==> src/rtl/screen_reader_pkg.sv <==
// Shared constants and FSM state encoding for the Hack screen reader.
`ifndef SCREEN_READER_PKG_SV
`define SCREEN_READER_PKG_SV
package screen_reader_pkg;

  localparam int unsigned HACK_W            = 16;
  localparam int unsigned DEF_WORDS_PER_ROW = 32;
  localparam int unsigned DEF_ROWS          = 256;
  localparam int unsigned DEF_ADDR_W        = 13;

  typedef enum logic [2:0] {
    ST_IDLE   = 3'd0,
    ST_FETCH  = 3'd1,
    ST_LOAD   = 3'd2,
    ST_STREAM = 3'd3,
    ST_DONE   = 3'd4
  } state_e;

endpackage
`endif

==> src/rtl/screen_reader_if.sv <==
// Screen RAM read port plus pixel stream handshake.
interface screen_reader_if #(
  parameter int unsigned ADDR_W = screen_reader_pkg::DEF_ADDR_W
) ();
  logic                                  mem_rd;
  logic [ADDR_W-1:0]                     mem_addr;
  logic [screen_reader_pkg::HACK_W-1:0]  mem_data;
  logic                                  pix_valid;
  logic                                  pix_ready;
  logic                                  pix;
  logic                                  pix_sof;
  logic                                  pix_eol;

  modport master (
    output mem_rd, mem_addr, pix_valid, pix, pix_sof, pix_eol,
    input  mem_data, pix_ready
  );

  modport slave (
    input  mem_rd, mem_addr, pix_valid, pix, pix_sof, pix_eol,
    output mem_data, pix_ready
  );
endinterface

==> src/rtl/screen_reader_word_serializer.sv <==
// Shift/hold register pair: serialises one 16-bit word LSB first and swaps
// in the prefetched word on the bit-15 transfer without a bubble.
module screen_reader_word_serializer
  import screen_reader_pkg::*;
(
  input  logic              clk,
  input  logic              rst_n,
  input  logic              load_i,
  input  logic              hold_we_i,
  input  logic              xfer_i,
  input  logic [HACK_W-1:0] data_i,
  output logic              pix_o,
  output logic [3:0]        bit_idx_o,
  output logic              last_bit_o
);

  logic [HACK_W-1:0] shift_q, shift_d;
  logic [HACK_W-1:0] hold_q, hold_d;
  logic [3:0]        bit_q, bit_d;
  logic              hold_full_q, hold_full_d;

  // Next-state: initial load, per-transfer advance, reload from hold, prefetch capture
  always_comb begin
    shift_d     = shift_q;
    hold_d      = hold_q;
    bit_d       = bit_q;
    hold_full_d = hold_full_q;
    if (load_i) begin
      shift_d     = data_i;
      bit_d       = '0;
      hold_full_d = 1'b0;
    end else if (xfer_i) begin
      if (bit_q == 4'd15) begin
        bit_d = '0;
        if (hold_full_q) begin
          shift_d     = hold_q;
          hold_full_d = 1'b0;
        end
      end else begin
        bit_d = bit_q + 4'd1;
      end
    end
    // Prefetch capture lands two cycles into a word, never on the reload edge
    if (hold_we_i) begin
      hold_d      = data_i;
      hold_full_d = 1'b1;
    end
  end

  // Register the serializer state
  always_ff @(posedge clk or negedge rst_n) begin
    if (!rst_n) begin
      shift_q     <= '0;
      hold_q      <= '0;
      bit_q       <= '0;
      hold_full_q <= 1'b0;
    end else begin
      shift_q     <= shift_d;
      hold_q      <= hold_d;
      bit_q       <= bit_d;
      hold_full_q <= hold_full_d;
    end
  end

  assign pix_o      = shift_q[bit_q];
  assign bit_idx_o  = bit_q;
  assign last_bit_o = (bit_q == 4'd15);

endmodule

==> src/rtl/screen_reader.sv <==
// Scans the Hack screen RAM and streams it out one pixel per cycle,
// prefetching the next word while the current one shifts out.
module screen_reader
  import screen_reader_pkg::*;
#(
  parameter int unsigned WORDS_PER_ROW = DEF_WORDS_PER_ROW,
  parameter int unsigned ROWS          = DEF_ROWS,
  parameter int unsigned ADDR_W        = DEF_ADDR_W
) (
  input  logic             clk,
  input  logic             rst_n,
  input  logic             start,
  output logic             busy,
  output logic             frame_done,
  screen_reader_if.master  bus
);

  localparam logic [ADDR_W-1:0] LAST_WORD = ADDR_W'(WORDS_PER_ROW * ROWS - 1);
  localparam logic [ADDR_W-1:0] LAST_COL  = ADDR_W'(WORDS_PER_ROW - 1);

  state_e            state_q, state_d;
  logic [ADDR_W-1:0] word_q, word_d;
  logic [ADDR_W-1:0] col_q, col_d;
  logic              first_q, first_d;
  logic              pend_q, pend_d;

  logic              rd, valid, ld, xfer, has_next;
  logic [ADDR_W-1:0] addr;
  logic              ser_pix, last_bit;
  logic [3:0]        bit_idx;

  assign has_next = (word_q != LAST_WORD);

  // FSM next-state, address counters and read strobes
  always_comb begin
    state_d = state_q;
    word_d  = word_q;
    col_d   = col_q;
    first_d = 1'b0;
    pend_d  = 1'b0;
    rd      = 1'b0;
    addr    = '0;
    ld      = 1'b0;
    xfer    = 1'b0;
    valid   = 1'b0;
    case (state_q)
      ST_IDLE: begin
        if (start) begin
          state_d = ST_FETCH;
          word_d  = '0;
          col_d   = '0;
        end
      end
      ST_FETCH: begin
        rd      = 1'b1;
        state_d = ST_LOAD;
      end
      ST_LOAD: begin
        ld      = 1'b1;
        first_d = 1'b1;
        state_d = ST_STREAM;
      end
      ST_STREAM: begin
        valid = 1'b1;
        xfer  = bus.pix_ready;
        if (first_q && has_next) begin
          rd     = 1'b1;
          addr   = word_q + ADDR_W'(1);
          pend_d = 1'b1;
        end
        if (xfer && last_bit) begin
          if (has_next) begin
            word_d  = word_q + ADDR_W'(1);
            col_d   = (col_q == LAST_COL) ? '0 : col_q + ADDR_W'(1);
            first_d = 1'b1;
          end else begin
            state_d = ST_DONE;
          end
        end
      end
      ST_DONE: state_d = ST_IDLE;
      default: state_d = ST_IDLE;
    endcase
  end

  // State and counter registers
  always_ff @(posedge clk or negedge rst_n) begin
    if (!rst_n) begin
      state_q <= ST_IDLE;
      word_q  <= '0;
      col_q   <= '0;
      first_q <= 1'b0;
      pend_q  <= 1'b0;
    end else begin
      state_q <= state_d;
      word_q  <= word_d;
      col_q   <= col_d;
      first_q <= first_d;
      pend_q  <= pend_d;
    end
  end

  screen_reader_word_serializer u_ser (
    .clk        (clk),
    .rst_n      (rst_n),
    .load_i     (ld),
    .hold_we_i  (pend_q),
    .xfer_i     (xfer),
    .data_i     (bus.mem_data),
    .pix_o      (ser_pix),
    .bit_idx_o  (bit_idx),
    .last_bit_o (last_bit)
  );

  assign bus.mem_rd    = rd;
  assign bus.mem_addr  = addr;
  assign bus.pix_valid = valid;
  assign bus.pix       = valid & ser_pix;
  assign bus.pix_sof   = valid && (word_q == '0) && (bit_idx == 4'd0);
  assign bus.pix_eol   = valid && last_bit && (col_q == LAST_COL);
  assign busy          = (state_q != ST_IDLE);
  assign frame_done    = (state_q == ST_DONE);

endmodule
==> src/flat_wrapper.sv <==
// flat-port wrapper written by rule: the top's interface ports become plain ports
module screen_reader_flat import screen_reader_pkg::*;
#(
  parameter int unsigned WORDS_PER_ROW = DEF_WORDS_PER_ROW,
  parameter int unsigned ROWS          = DEF_ROWS,
  parameter int unsigned ADDR_W        = DEF_ADDR_W
)
  (clk, rst_n, start, busy, frame_done, bus_mem_rd, bus_mem_addr, bus_pix_valid, bus_pix, bus_pix_sof, bus_pix_eol, bus_mem_data, bus_pix_ready);
  screen_reader_if #(.ADDR_W(ADDR_W)) bus_i ();
  input  logic clk;
  input  logic rst_n;
  input  logic start;
  output logic busy;
  output logic frame_done;
  output wire logic [$bits(bus_i.mem_rd)-1:0] bus_mem_rd;
  output wire logic [$bits(bus_i.mem_addr)-1:0] bus_mem_addr;
  output wire logic [$bits(bus_i.pix_valid)-1:0] bus_pix_valid;
  output wire logic [$bits(bus_i.pix)-1:0] bus_pix;
  output wire logic [$bits(bus_i.pix_sof)-1:0] bus_pix_sof;
  output wire logic [$bits(bus_i.pix_eol)-1:0] bus_pix_eol;
  input wire logic [$bits(bus_i.mem_data)-1:0] bus_mem_data;
  input wire logic [$bits(bus_i.pix_ready)-1:0] bus_pix_ready;
  assign bus_mem_rd = bus_i.mem_rd;
  assign bus_mem_addr = bus_i.mem_addr;
  assign bus_pix_valid = bus_i.pix_valid;
  assign bus_pix = bus_i.pix;
  assign bus_pix_sof = bus_i.pix_sof;
  assign bus_pix_eol = bus_i.pix_eol;
  assign bus_i.mem_data = bus_mem_data;
  assign bus_i.pix_ready = bus_pix_ready;
  screen_reader #(.WORDS_PER_ROW(WORDS_PER_ROW), .ROWS(ROWS), .ADDR_W(ADDR_W)) u_core (.clk(clk), .rst_n(rst_n), .start(start), .busy(busy), .frame_done(frame_done), .bus(bus_i));
endmodule
==> config.mk <==
export PLATFORM = sky130hd
export DESIGN_NAME = screen_reader_flat
export DESIGN_NICKNAME = d
export VERILOG_FILES = /design/src/rtl/screen_reader_pkg.sv /design/src/rtl/screen_reader_if.sv /design/src/rtl/screen_reader_word_serializer.sv /design/src/rtl/screen_reader.sv /design/src/flat_wrapper.sv
export SDC_FILE = /design/constraint.sdc
export NUM_CORES = 1
export LEC_CHECK = 0
export CAP_MARGIN = 40
export CELL_PAD_IN_SITES_DETAIL_PLACEMENT = 1
export CELL_PAD_IN_SITES_GLOBAL_PLACEMENT = 1
export CORE_MARGIN = 10
export CORE_UTILIZATION = 47
export CTS_CLUSTER_DIAMETER = 30
export DETAILED_ROUTE_END_ITERATION = 6
export PLACE_DENSITY_LB_ADDON = 0.25
export SYNTH_ARGS = -nofsm -noshare
export SYNTH_HDL_FRONTEND = slang
export SYNTH_SLANG_ARGS = --single-unit
==> constraint.sdc <==
create_clock -name clk -period 5.74 [get_ports clk]
set_input_delay 1.148 -clock clk [delete_from_list [all_inputs] [get_ports clk]]
set_output_delay 1.148 -clock clk [all_outputs]
set_load 0.005 [all_outputs]
; ---- After elaboration in Yosys (flattened, before gate mapping)
; Cells that the tools add are included.
[op_classes]
addsub = 3
multipliers = 0
div = 0
order_cmp = 1
eq_ne = 11
n_shift = 0
muxes = 36
bitwise_logic = 1
reduce_logical = 20
[ops]
columns = op, n
row1 = $mux W13, 8
row2 = $mux W16, 4
row3 = $pmux W13 S2, 2
row4 = $add A13 B1 Y13 const B, 2
row5 = $eq A13 B5 Y1 const B, 1
row6 = $logic_not A13 Y1, 1
row7 = $ne A13 B13 Y1 const B, 1
row8 = $mux W1, 12
row9 = $mux W4, 3
row10 = $pmux W3 S4, 1
row11 = $mux W3, 3
row12 = $reduce_bool A3 Y1, 3
row13 = $reduce_bool A2 Y1, 4
row14 = $eq A3 B2 Y1 const B, 2
row15 = $logic_and A1 B1 Y1, 6
row16 = $reduce_and A3 Y1, 2
row17 = $lt A4 B5 Y1 const B, 1
row18 = $add A4 B1 Y4 const B, 1
row19 = $bmux W1 S4, 1
row20 = $eq A4 B4 Y1 const B, 1
row21 = $logic_not A4 Y1, 1
row22 = $ne A2 B1 Y1 const B, 2
row23 = $ne A2 B2 Y1 const B, 2
row24 = $pmux W1 S2, 2
row25 = 6 further kinds, 6
[word_totals]
register_bits = 68
latch_bits = 0
ramBits = 0
mem_bits_ro = 0
out_inout_bits = 20
memories = 0

; ---- Logic depth before layout (Yosys ltp)
; Gate-level depths: netlist of the first run.
[logic_depth]
depth_word = 5
depth_mapped = 8
mapped_depth_nobuf = 6

; ---- Hierarchy
; Synthesis of the first run repeated with hierarchy kept, for this count alone.
[unflattened]
cells_unflattened = 357
hier_area_um2 = 3794.9
[by_module_without_submodules]
columns = mod, instances, cells_each, area_per_inst_um2
row1 = screen_reader, 1, 237, 1966.9
row2 = screen_reader_word_serializer, 1, 120, 1828.0

; ---- Least setup slack after synthesis of the first run
; OpenSTA, ideal clock, no wires.
[synth_path]
path_kind = register -> output
start = register u_core.u_ser.bit_q[0] (netlist: u_core.u_ser.bit_idx_o[0])
end = output bus_pix
arrival_time_ns = 1.641
required_ns = 4.592
slack_ns = 2.951
path_stages_with_launch = 5
n_path_buf = 1
path_cell_list = dfrtp_1 -> buf_2 -> mux4_2 -> mux4_2 -> and2_1
[synth_between]
elab_chain_cells = 3
[synth_lines]
columns = element, line_no
row1 = "start, declared", screen_reader_word_serializer.sv:19  ; logic [3:0] bit_q, bit_d;
row2 = "start signal, assigned", screen_reader_word_serializer.sv:60  ; bit_q <= bit_d;
row3 = $bmux W1 S4, screen_reader_word_serializer.sv:65  ; assign pix_o = shift_q[bit_q];
row4 = $mux W1 (implied by the code), screen_reader_word_serializer.sv:65
row5 = $and A1 B1 Y1, screen_reader.sv:118  ; assign bus.pix = valid & ser_pix;
row6 = "end, declared", flat_wrapper.sv:18  ; output wire logic [$bits(bus_i.pix)-1:0] bus_pix;
; Every way passes these cells. The select of a mux whose other input is x is not followed.

; ---- Worst setup path in the final report of the first run
[layout_path]
start = register u_core.state_q[2]
end = output bus_mem_addr[1]
[layout_between]
elab_chain_cells = 2
[layout_lines]
columns = element, line_no
row1 = "start, declared", screen_reader.sv:21  ; state_e state_q, state_d;
row2 = "start signal, assigned", screen_reader.sv:95  ; state_q <= state_d;
row3 = $eq A3 B2 Y1, screen_reader.sv:46  ; case (state_q)
row4 = $mux W13, screen_reader.sv:46
row5 = "end, declared", flat_wrapper.sv:16  ; output wire logic [$bits(bus_i.mem_addr)-1:0] bus_mem_addr;
; Every way passes these cells.

==> results of run 1 <==
[worst reg2reg max path, stage by stage (launching register included)]
cell                      delay (ps)
sky130_fd_sc_hd__dfrtp_1         600
sky130_fd_sc_hd__ha_1            280
sky130_fd_sc_hd__nand3_1         200
sky130_fd_sc_hd__nor2_4          230
sky130_fd_sc_hd__and2_1          460
sky130_fd_sc_hd__nand3_1         420
sky130_fd_sc_hd__o31ai_1         390
[sequential cells by signal (all words and copies together), names as in the netlist]
name,flops
u_core.col_q,13
u_core.first_q,1
u_core.pend_q,1
u_core.state_q,3
u_core.u_ser.bit_idx_o,4
u_core.u_ser.hold_full_q,1
u_core.u_ser.hold_q,16
u_core.u_ser.shift_q,16
u_core.word_q,13
[power groups by stage]
stage / Clock (mW) / Sequential, mW / Combinational, mW
final: 0.464 / 0.729 / 0.359
after global routing: 0.493 / 0.753 / 0.416
after CTS: 0.475 / 0.731 / 0.368
after detailed placement: 0 / 0.738 / 0.363
after global placement: 0 / 0.728 / 0.339
after floorplan: 0 / 0.683 / 0.285
[cells by family after synthesis]
group,after synthesis
compound gates,83
simple gates,133
fa+ha+maj,5
mux,37
flops,68
xor+xnor,11
buf+inv,33
[area by class of cell]
cell class / count / area [µm²]
Fill cell: 867 / 3316
Timing Repair Buffer: 43 / 430.4
Clock inverter: 5 / 82.58
Clock buffer: 11 / 151.4
Multi-Input combinational cell: 269 / 1797
Inverter: 11 / 41.29
Sequential cell: 68 / 1702
Tap cell: 102 / 127.6
[per-stage QoR]
stage                     util [%]  cells  hold WS, ps
after floorplan                  -    370        444.6
after global placement       53.19    491        456.1
after detailed placement     53.58    493        472.1
after CTS                    56.64    509        487.3
after global routing         56.64    509        501.7
final                        56.64    509        483.5
[path summary, 6_finish.rpt]
check,startpoint,to,slack (ps),cells after the start
max,u_core.state_q[2],bus_mem_addr[1],1640,5
min,u_core.u_ser.shift_q[12],u_core.u_ser.shift_q[12],480,2
max reg2reg,u_core.u_ser.bit_idx_o[0],u_core.col_q[3],3050,6
min reg2reg,u_core.u_ser.shift_q[12],u_core.u_ser.shift_q[12],480,2
max in group asynchronous,rst_n,u_core.u_ser.bit_idx_o[3],3910,2
min in group asynchronous,rst_n,u_core.word_q[5],820,1
[Yosys cell counts (2+ instances only)]
library cell	n	share of area (%)
sky130_fd_sc_hd__a21oi_1	9	1.2
sky130_fd_sc_hd__and4_1	4	0.96
sky130_fd_sc_hd__nor2_1	33	3.4
sky130_fd_sc_hd__nand2_1	37	3.8
sky130_fd_sc_hd__nor2_4	2	0.62
sky130_fd_sc_hd__dfrtp_1	68	47
sky130_fd_sc_hd__o21ai_0	48	6.6
sky130_fd_sc_hd__and3_1	8	1.4
sky130_fd_sc_hd__nand4_1	3	0.51
sky130_fd_sc_hd__ha_1	5	1.7
sky130_fd_sc_hd__mux4_2	5	3.1
sky130_fd_sc_hd__buf_2	10	1.4
sky130_fd_sc_hd__nor4b_1	2	0.48
sky130_fd_sc_hd__nor4_1	3	0.51
sky130_fd_sc_hd__mux2_2	16	4.9
sky130_fd_sc_hd__mux2i_1	16	4.4
sky130_fd_sc_hd__xor2_1	3	0.72
sky130_fd_sc_hd__o41ai_1	2	0.48
sky130_fd_sc_hd__xnor2_1	8	1.9
sky130_fd_sc_hd__nand3_1	19	2.6
sky130_fd_sc_hd__a211oi_1	2	0.41
sky130_fd_sc_hd__nand2b_1	5	0.86
sky130_fd_sc_hd__a31oi_1	7	1.2
sky130_fd_sc_hd__buf_4	2	0.41
sky130_fd_sc_hd__clkbuf_1	7	0.72
sky130_fd_sc_hd__and2_1	3	0.51
sky130_fd_sc_hd__o31ai_1	9	1.9
sky130_fd_sc_hd__or4_1	2	0.41
sky130_fd_sc_hd__buf_6	2	0.62
sky130_fd_sc_hd__nor3_2	2	0.55
sky130_fd_sc_hd__inv_1	10	1.0
sky130_fd_sc_hd__nor3_1	2	0.27
[routing by layer]
layer,vias up,track usage [%]
li1,1383,-
met1,1455,19.52
met2,56,29.09
met3,12,3.450
met4,0,6.393
met5,-,0
==> metrics.txt, run 1 <==
# TYPE chip_impl_metric gauge
chip_impl_metric{name="max_freq",unit="MHz"} 243.9
chip_impl_metric{name="async_reset_ff_share",unit="%"} 100.0
chip_impl_metric{name="post_synth_design_cell_area",unit="µm²"} 3648
chip_impl_metric{name="cts_post_setup_buffers_inserted",unit=""} 0
chip_impl_info{name="cp_cell_sequence",value="nand3b_2 -> inv_2 -> nand3_1 -> nor2_1 -> clkdlybuf4s50_1"} 1
chip_impl_metric{name="initial_core_utilization",unit="%"} 47.71
chip_impl_metric{name="number_of_endpoints_with_negative_hold_slack_in_the_final_report",unit=""} 0
chip_impl_metric{name="max_cap_violations",unit=""} 0
chip_impl_metric{name="core_region_area",unit="µm²"} 7647
chip_impl_metric{name="post_synth_and_or_nand_nor_area_fraction",unit="%"} 19.20
chip_impl_metric{name="detailroute.wirelength.met3",unit="µm"} 364
chip_impl_metric{name="grtUsageTotal",unit="%"} 16.63
chip_impl_metric{name="placementRows",unit=""} 32
chip_impl_metric{name="total_leakage_power",unit="nW"} 1.748
chip_impl_metric{name="path_buf_inv",unit=""} 2
chip_impl_info{name="most_frequent_cells_in_the_layout",value="sky130_fd_sc_hd__dfrtp_1 (68), sky130_fd_sc_hd__o21ai_0 (48), sky130_fd_sc_hd__clkdlybuf4s50_1 (38)"} 1
chip_impl_metric{name="global_route_wire_length_before_repair",unit="µm"} 15520
chip_impl_info{name="synth_flop_cell",value="sky130_fd_sc_hd__dfrtp_1"} 1
chip_impl_metric{name="cts_buffer_depth",unit=""} 2
chip_impl_metric{name="drcViolationCount",unit=""} 0
chip_impl_info{name="top_signal_layer_used",value="met4"} 1
chip_impl_info{name="worst_path_max_delay_cell",value="sky130_fd_sc_hd__clkdlybuf4s50_1"} 1
chip_impl_info{name="worst_setup_ep_type",value="output port"} 1
chip_impl_metric{name="critPathMaxFanout",unit=""} 19
chip_impl_metric{name="gr-total-overflow",unit=""} 0
chip_impl_metric{name="postSynthNetCount",unit=""} 395
chip_impl_metric{name="synth-seq-cells",unit=""} 68
chip_impl_metric{name="die_boundary_width",unit="µm"} 108.1
chip_impl_metric{name="final.setup.tns",unit="ps"} 0
chip_impl_metric{name="finish.net_count",unit=""} 427
chip_impl_metric{name="maximum_vdd_ir_drop",unit="µV"} 206.7
chip_impl_info{name="cts_tree",value="done"} 1
chip_impl_info{name="status",value="finished, final reports clean"} 1
chip_impl_metric{name="antenna_cells_inserted",unit=""} 0
chip_impl_metric{name="route.vias.total",unit=""} 2906
chip_impl_metric{name="final_area",unit="µm²"} 4332
chip_impl_metric{name="areaGrowthSynthToFinish",unit="%"} 18.72
chip_impl_metric{name="pwr-share-comb",unit="%"} 23.1
chip_impl_metric{name="synth_enable_flop_cells",unit=""} 0
chip_impl_metric{name="finalClockSkew",unit="ps"} 13.11
chip_impl_metric{name="drt-wirelength-per-cell",unit="µm"} 17.95
chip_impl_metric{name="p_clk_share",unit="%"} 29.9
chip_impl_metric{name="grt_max_degree",unit=""} 43
chip_impl_metric{name="slew_viol_final",unit=""} 0
chip_impl_metric{name="port-buffer-count",unit=""} 39
chip_impl_metric{name="postRouteAntennaNets",unit=""} 0
chip_impl_info{name="most_frequent_standard_cell_in_the_layout_excluding_fill_and_tap_cells",value="sky130_fd_sc_hd__dfrtp_1"} 1
chip_impl_metric{name="wl",unit="µm"} 9137
chip_impl_metric{name="worst_skew_pair.late_latency",unit="ps"} 350
chip_impl_metric{name="layout_worst_path_cycle_share",unit="%"} 71.44
chip_impl_metric{name="yosys.cell_types.count",unit=""} 48
chip_impl_metric{name="ctsHtreeMaxLevel",unit=""} 3
chip_impl_metric{name="cts.clk_slew.worst_paths",unit="ps"} 80
chip_impl_metric{name="seq_power_share",unit="%"} 47.0
chip_impl_metric{name="min_period",unit="ps"} 4101
chip_impl_metric{name="powerDensity",unit="nW/µm²"} 358.4
chip_impl_metric{name="synth_adder_area_share",unit="%"} 1.715
chip_impl_info{name="hold_path.class",value="reg2reg"} 1
chip_impl_metric{name="internal-power",unit="mW"} 1.081
chip_impl_metric{name="route.met2.wl",unit="µm"} 4670
chip_impl_metric{name="synth-seq-area-share",unit="%"} 46.64
chip_impl_metric{name="timing.slew.headroom",unit="%"} 53.11
chip_impl_metric{name="power",unit="mW"} 1.552
chip_impl_info{name="critPathTopFamily",value="simple AND/OR/NAND/NOR gates"} 1
chip_impl_metric{name="antenna_found_initial",unit=""} 0
chip_impl_metric{name="layout-drive-gt1-share",unit="%"} 13.02
chip_impl_metric{name="detailed_router_iteration_count_before_antenna_repair",unit=""} 4
chip_impl_info{name="clk_root_buffer_cell",value="sky130_fd_sc_hd__clkbuf_8"} 1
chip_impl_metric{name="worst_ep_arrival_time",unit="ps"} 2950
chip_impl_metric{name="vias_in_the_first_global_route",unit=""} 3128
chip_impl_metric{name="timing.critical_path.slowest_cell_delay",unit="ps"} 560
chip_impl_metric{name="power.switching_fraction",unit="%"} 30.39
chip_impl_metric{name="globalplace.congestion",unit=""} 0.7803
chip_impl_metric{name="iteration_0_drc_count_of_the_detailed_router",unit=""} 114
chip_impl_metric{name="wl_met1",unit="µm"} 3978
chip_impl_metric{name="final-setup-viol-count",unit=""} 0
chip_impl_metric{name="cts_resized",unit=""} 0
chip_impl_metric{name="dp_hpwl",unit="µm"} 6366
chip_impl_metric{name="hold_buffers",unit=""} 0
chip_impl_info{name="synth_top_family_by_area",value="simple AND/OR/NAND/NOR gates"} 1
chip_impl_metric{name="detailed_place.area",unit="µm²"} 4098
chip_impl_metric{name="cts_sinks",unit=""} 68
chip_impl_metric{name="worst_pin_slew",unit="ps"} 703.3
chip_impl_metric{name="cts-buffers-inserted",unit=""} 9
chip_impl_metric{name="net_switching_component_of_the_power",unit="mW"} 0.4719
chip_impl_metric{name="synth_mux_area_share",unit="%"} 12.41
chip_impl_info{name="critical_path.startpoint_type",value="register"} 1
chip_impl_metric{name="syn_avg_cell_area",unit="µm²"} 9.861
chip_impl_metric{name="synth-warning-count",unit=""} 0
chip_impl_info{name="critPathKind",value="reg2out"} 1
chip_impl_metric{name="die-height",unit="µm"} 108.1
chip_impl_metric{name="synth-xor-area-share",unit="%"} 2.641
chip_impl_metric{name="top_level_ports",unit=""} 40
chip_impl_metric{name="die_area",unit="µm²"} 11690
chip_impl_metric{name="required_time_reported_for_the_critical_path_endpoint",unit="ps"} 4590
chip_impl_metric{name="per_cell_via_count_in_the_routed_design",unit=""} 5.709
chip_impl_metric{name="final_critical_path_setup_slack",unit="ps"} 1639
chip_impl_metric{name="synth_cells",unit=""} 370
chip_impl_metric{name="pre_cts_slack",unit="ps"} 2021
chip_impl_metric{name="synth_compound_area_share",unit="%"} 13.00
chip_impl_info{name="setup_repair_after_global_routing_missed_its_margin",value="false"} 1
No activity file was read; power rests on OpenSTA's default activity.
==> run 2, diff against run 1 <==
Settings changed: CORE_UTILIZATION 47 to 44.
Clock period 5.74 ns to 3.9 ns, I/O delays scaled along.
==> metrics.txt, run 2 (synthesized netlist as in run 1, its figures left out) <==
# TYPE chip_impl_metric gauge
chip_impl_info{name="status",value="finished, final reports clean"} 1
chip_impl_metric{name="sequential_cell_area",unit="µm²"} 1702
chip_impl_metric{name="worst_hold_slack",unit="ps"} 481.2
chip_impl_metric{name="vias_in_the_first_global_route",unit=""} 3225
chip_impl_metric{name="number_of_endpoints_with_negative_hold_slack_in_the_final_report",unit=""} 0
chip_impl_metric{name="worst_skew_pair.late_latency",unit="ps"} 350
chip_impl_metric{name="finalClockSkew",unit="ps"} 17.50
chip_impl_metric{name="core_region_area",unit="µm²"} 8134
chip_impl_metric{name="max_cap_violations",unit=""} 0
chip_impl_metric{name="dpl.cell_count",unit=""} 499
chip_impl_metric{name="max_freq",unit="MHz"} 285.6
chip_impl_info{name="hold_path.class",value="in2async"} 1
chip_impl_metric{name="detailed_place.area",unit="µm²"} 4109
chip_impl_metric{name="dp_hpwl",unit="µm"} 6382
chip_impl_info{name="r2r-start",value="u_core.u_ser.bit_idx_o[0]"} 1
chip_impl_metric{name="min_period",unit="ps"} 3502
chip_impl_metric{name="fin_util",unit="%"} 52.85
chip_impl_metric{name="drt-wirelength-per-cell",unit="µm"} 17.03
chip_impl_metric{name="die_area",unit="µm²"} 12330
chip_impl_metric{name="grt_max_degree",unit=""} 33
chip_impl_metric{name="global_route.usage.met2",unit="%"} 26.42
chip_impl_metric{name="final_critical_path_setup_slack",unit="ps"} 398.0
chip_impl_metric{name="cts_sinks",unit=""} 68
chip_impl_metric{name="antenna_found_initial",unit=""} 0
chip_impl_metric{name="initial_core_utilization",unit="%"} 44.85
chip_impl_metric{name="per_cell_via_count_in_the_routed_design",unit=""} 5.624
chip_impl_metric{name="drcViolationCount",unit=""} 0
chip_impl_metric{name="cts-buffers-inserted",unit=""} 9
chip_impl_metric{name="met1_usage",unit="%"} 16.86
chip_impl_metric{name="power",unit="mW"} 2.168
chip_impl_metric{name="required_time_reported_for_the_critical_path_endpoint",unit="ps"} 3120
chip_impl_metric{name="globalRouteMet3Util",unit="%"} 3.030
chip_impl_info{name="critical_path.startpoint_type",value="register"} 1
chip_impl_metric{name="die-height",unit="µm"} 111.1
chip_impl_metric{name="finish.net_count",unit=""} 430
chip_impl_metric{name="top_level_ports",unit=""} 40
chip_impl_metric{name="critPathMaxFanout",unit=""} 14
chip_impl_metric{name="detailed_router_iteration_count_before_antenna_repair",unit=""} 4
chip_impl_metric{name="cts_resized",unit=""} 0
chip_impl_info{name="worst_setup_ep_type",value="output port"} 1
chip_impl_metric{name="final.setup.tns",unit="ps"} 0
chip_impl_metric{name="hold_buffers",unit=""} 0
chip_impl_info{name="critPathKind",value="reg2out"} 1
chip_impl_metric{name="grtUsageTotal",unit="%"} 14.83
chip_impl_metric{name="fin_cells",unit=""} 513
chip_impl_metric{name="worst_r2r_path_depth",unit=""} 7
chip_impl_metric{name="cts.clk_slew.worst_paths",unit="ps"} 70
chip_impl_metric{name="total_leakage_power",unit="nW"} 1.735
chip_impl_info{name="cts_tree",value="done"} 1
chip_impl_metric{name="gr-total-overflow",unit=""} 0
chip_impl_metric{name="multi_input_comb_area",unit="µm²"} 1797
chip_impl_metric{name="route.vias.total",unit=""} 2885
chip_impl_metric{name="iteration_0_drc_count_of_the_detailed_router",unit=""} 87
chip_impl_metric{name="postRouteAntennaNets",unit=""} 0
chip_impl_metric{name="regToRegSetupSlack",unit="ps"} 1650
chip_impl_metric{name="wl",unit="µm"} 8735
chip_impl_metric{name="antenna_cells_inserted",unit=""} 0
chip_impl_info{name="timing.rr.end",value="u_core.col_q[11]"} 1
chip_impl_metric{name="final-setup-viol-count",unit=""} 0
chip_impl_info{name="largest_registers",value="u_core.u_ser.hold_q: 16 flops, u_core.u_ser.shift_q: 16 flops"} 1
chip_impl_info{name="clk_root_buffer_cell",value="sky130_fd_sc_hd__clkbuf_8"} 1
chip_impl_metric{name="layout-drive-gt1-share",unit="%"} 12.99
chip_impl_metric{name="port-buffer-count",unit=""} 39
chip_impl_metric{name="num-fill-cells",unit=""} 908
chip_impl_metric{name="maximum_vdd_ir_drop",unit="µV"} 239.3
chip_impl_metric{name="powerDensity",unit="nW/µm²"} 504.3
chip_impl_info{name="most_frequent_cells_in_the_layout",value="sky130_fd_sc_hd__dfrtp_1 (68), sky130_fd_sc_hd__o21ai_0 (48), sky130_fd_sc_hd__clkdlybuf4s50_1 (38)"} 1
chip_impl_metric{name="globalplace.congestion",unit=""} 0.7785
chip_impl_info{name="grt_busiest_layer",value="met2"} 1
chip_impl_metric{name="placementRows",unit=""} 33
chip_impl_metric{name="ctsHtreeMaxLevel",unit=""} 3
chip_impl_metric{name="pre_cts_slack",unit="ps"} 746.5
chip_impl_metric{name="worst_ep_arrival_time",unit="ps"} 2720
chip_impl_metric{name="layout_worst_path_cycle_share",unit="%"} 89.79
chip_impl_metric{name="cts_post_setup_buffers_inserted",unit=""} 0
chip_impl_info{name="setup_repair_after_global_routing_missed_its_margin",value="false"} 1
chip_impl_info{name="most_frequent_standard_cell_in_the_layout_excluding_fill_and_tap_cells",value="sky130_fd_sc_hd__dfrtp_1"} 1
chip_impl_metric{name="timing.slew.headroom",unit="%"} 51.17
chip_impl_metric{name="areaGrowthSynthToFinish",unit="%"} 17.83
chip_impl_metric{name="final_area",unit="µm²"} 4299
chip_impl_metric{name="worst_pin_slew",unit="ps"} 732.4
chip_impl_metric{name="slew_viol_final",unit=""} 0
chip_impl_metric{name="die_boundary_width",unit="µm"} 111.1
chip_impl_metric{name="global_route_wire_length_before_repair",unit="µm"} 15420
chip_impl_metric{name="cts_buffer_depth",unit=""} 2
[run 2: cell count changes in the layout (fill, tap and decap cells not counted), sizes merged]
cell	before	now
bufinv	2	1
inv	12	11
clkinv	2	1
buf	5	8
clkbuf	11	12
[run 2: worst max path at each step]
stage,end,slack [ps],startpoint
3_5_place_dp,bus_mem_addr[8],750,u_core.word_q[0]
6_report,bus_mem_addr[1],400,u_core.word_q[0]
5_1_grt,bus_mem_addr[8],160,u_core.word_q[0]
3_3_place_gp,bus_mem_addr[0],810,u_core.word_q[0]
4_1_cts,bus_mem_addr[8],360,u_core.word_q[0]
2_1_floorplan,bus_pix,1480,u_core.u_ser.bit_idx_o[0]
[run 2: layout make-up]
cell class                 count  area share [%]
multi-input combinational    269           41.79
clock inverter                 2          0.8149
clock buffer                  12           3.609
sequential                    68           39.58
tap                          105           3.056
inverter                      11          0.9604
timing repair buffer          46           10.19
[run 2: where the power goes]
| part | internal, mW | total, mW | switching (mW) |
|---|---|---|---|
| combinational | 0.291 | 0.517 | 0.226 |
| sequential | 0.902 | 1.07 | 0.169 |
| clock | 0.323 | 0.579 | 0.257 |
[run 2: worst max-delay path: stages (launching register included)]
cell and delay, ps:
sky130_fd_sc_hd__dfrtp_1 440, sky130_fd_sc_hd__ha_1 290, sky130_fd_sc_hd__and4_1 290, sky130_fd_sc_hd__nand4_4 150
sky130_fd_sc_hd__nand3_1 450, sky130_fd_sc_hd__nor2_1 230, sky130_fd_sc_hd__clkdlybuf4s50_1 540
[run 2: routing by layer]
layer / part of all wire, % / wire length (µm) / vias up
li1: - / - / 1387
met1: 44 / 3842 / 1452
met2: 51 / 4488 / 33
met3: 3.2 / 282 / 13
met4: 1.4 / 121 / 0
met5: 0 / 0 / -
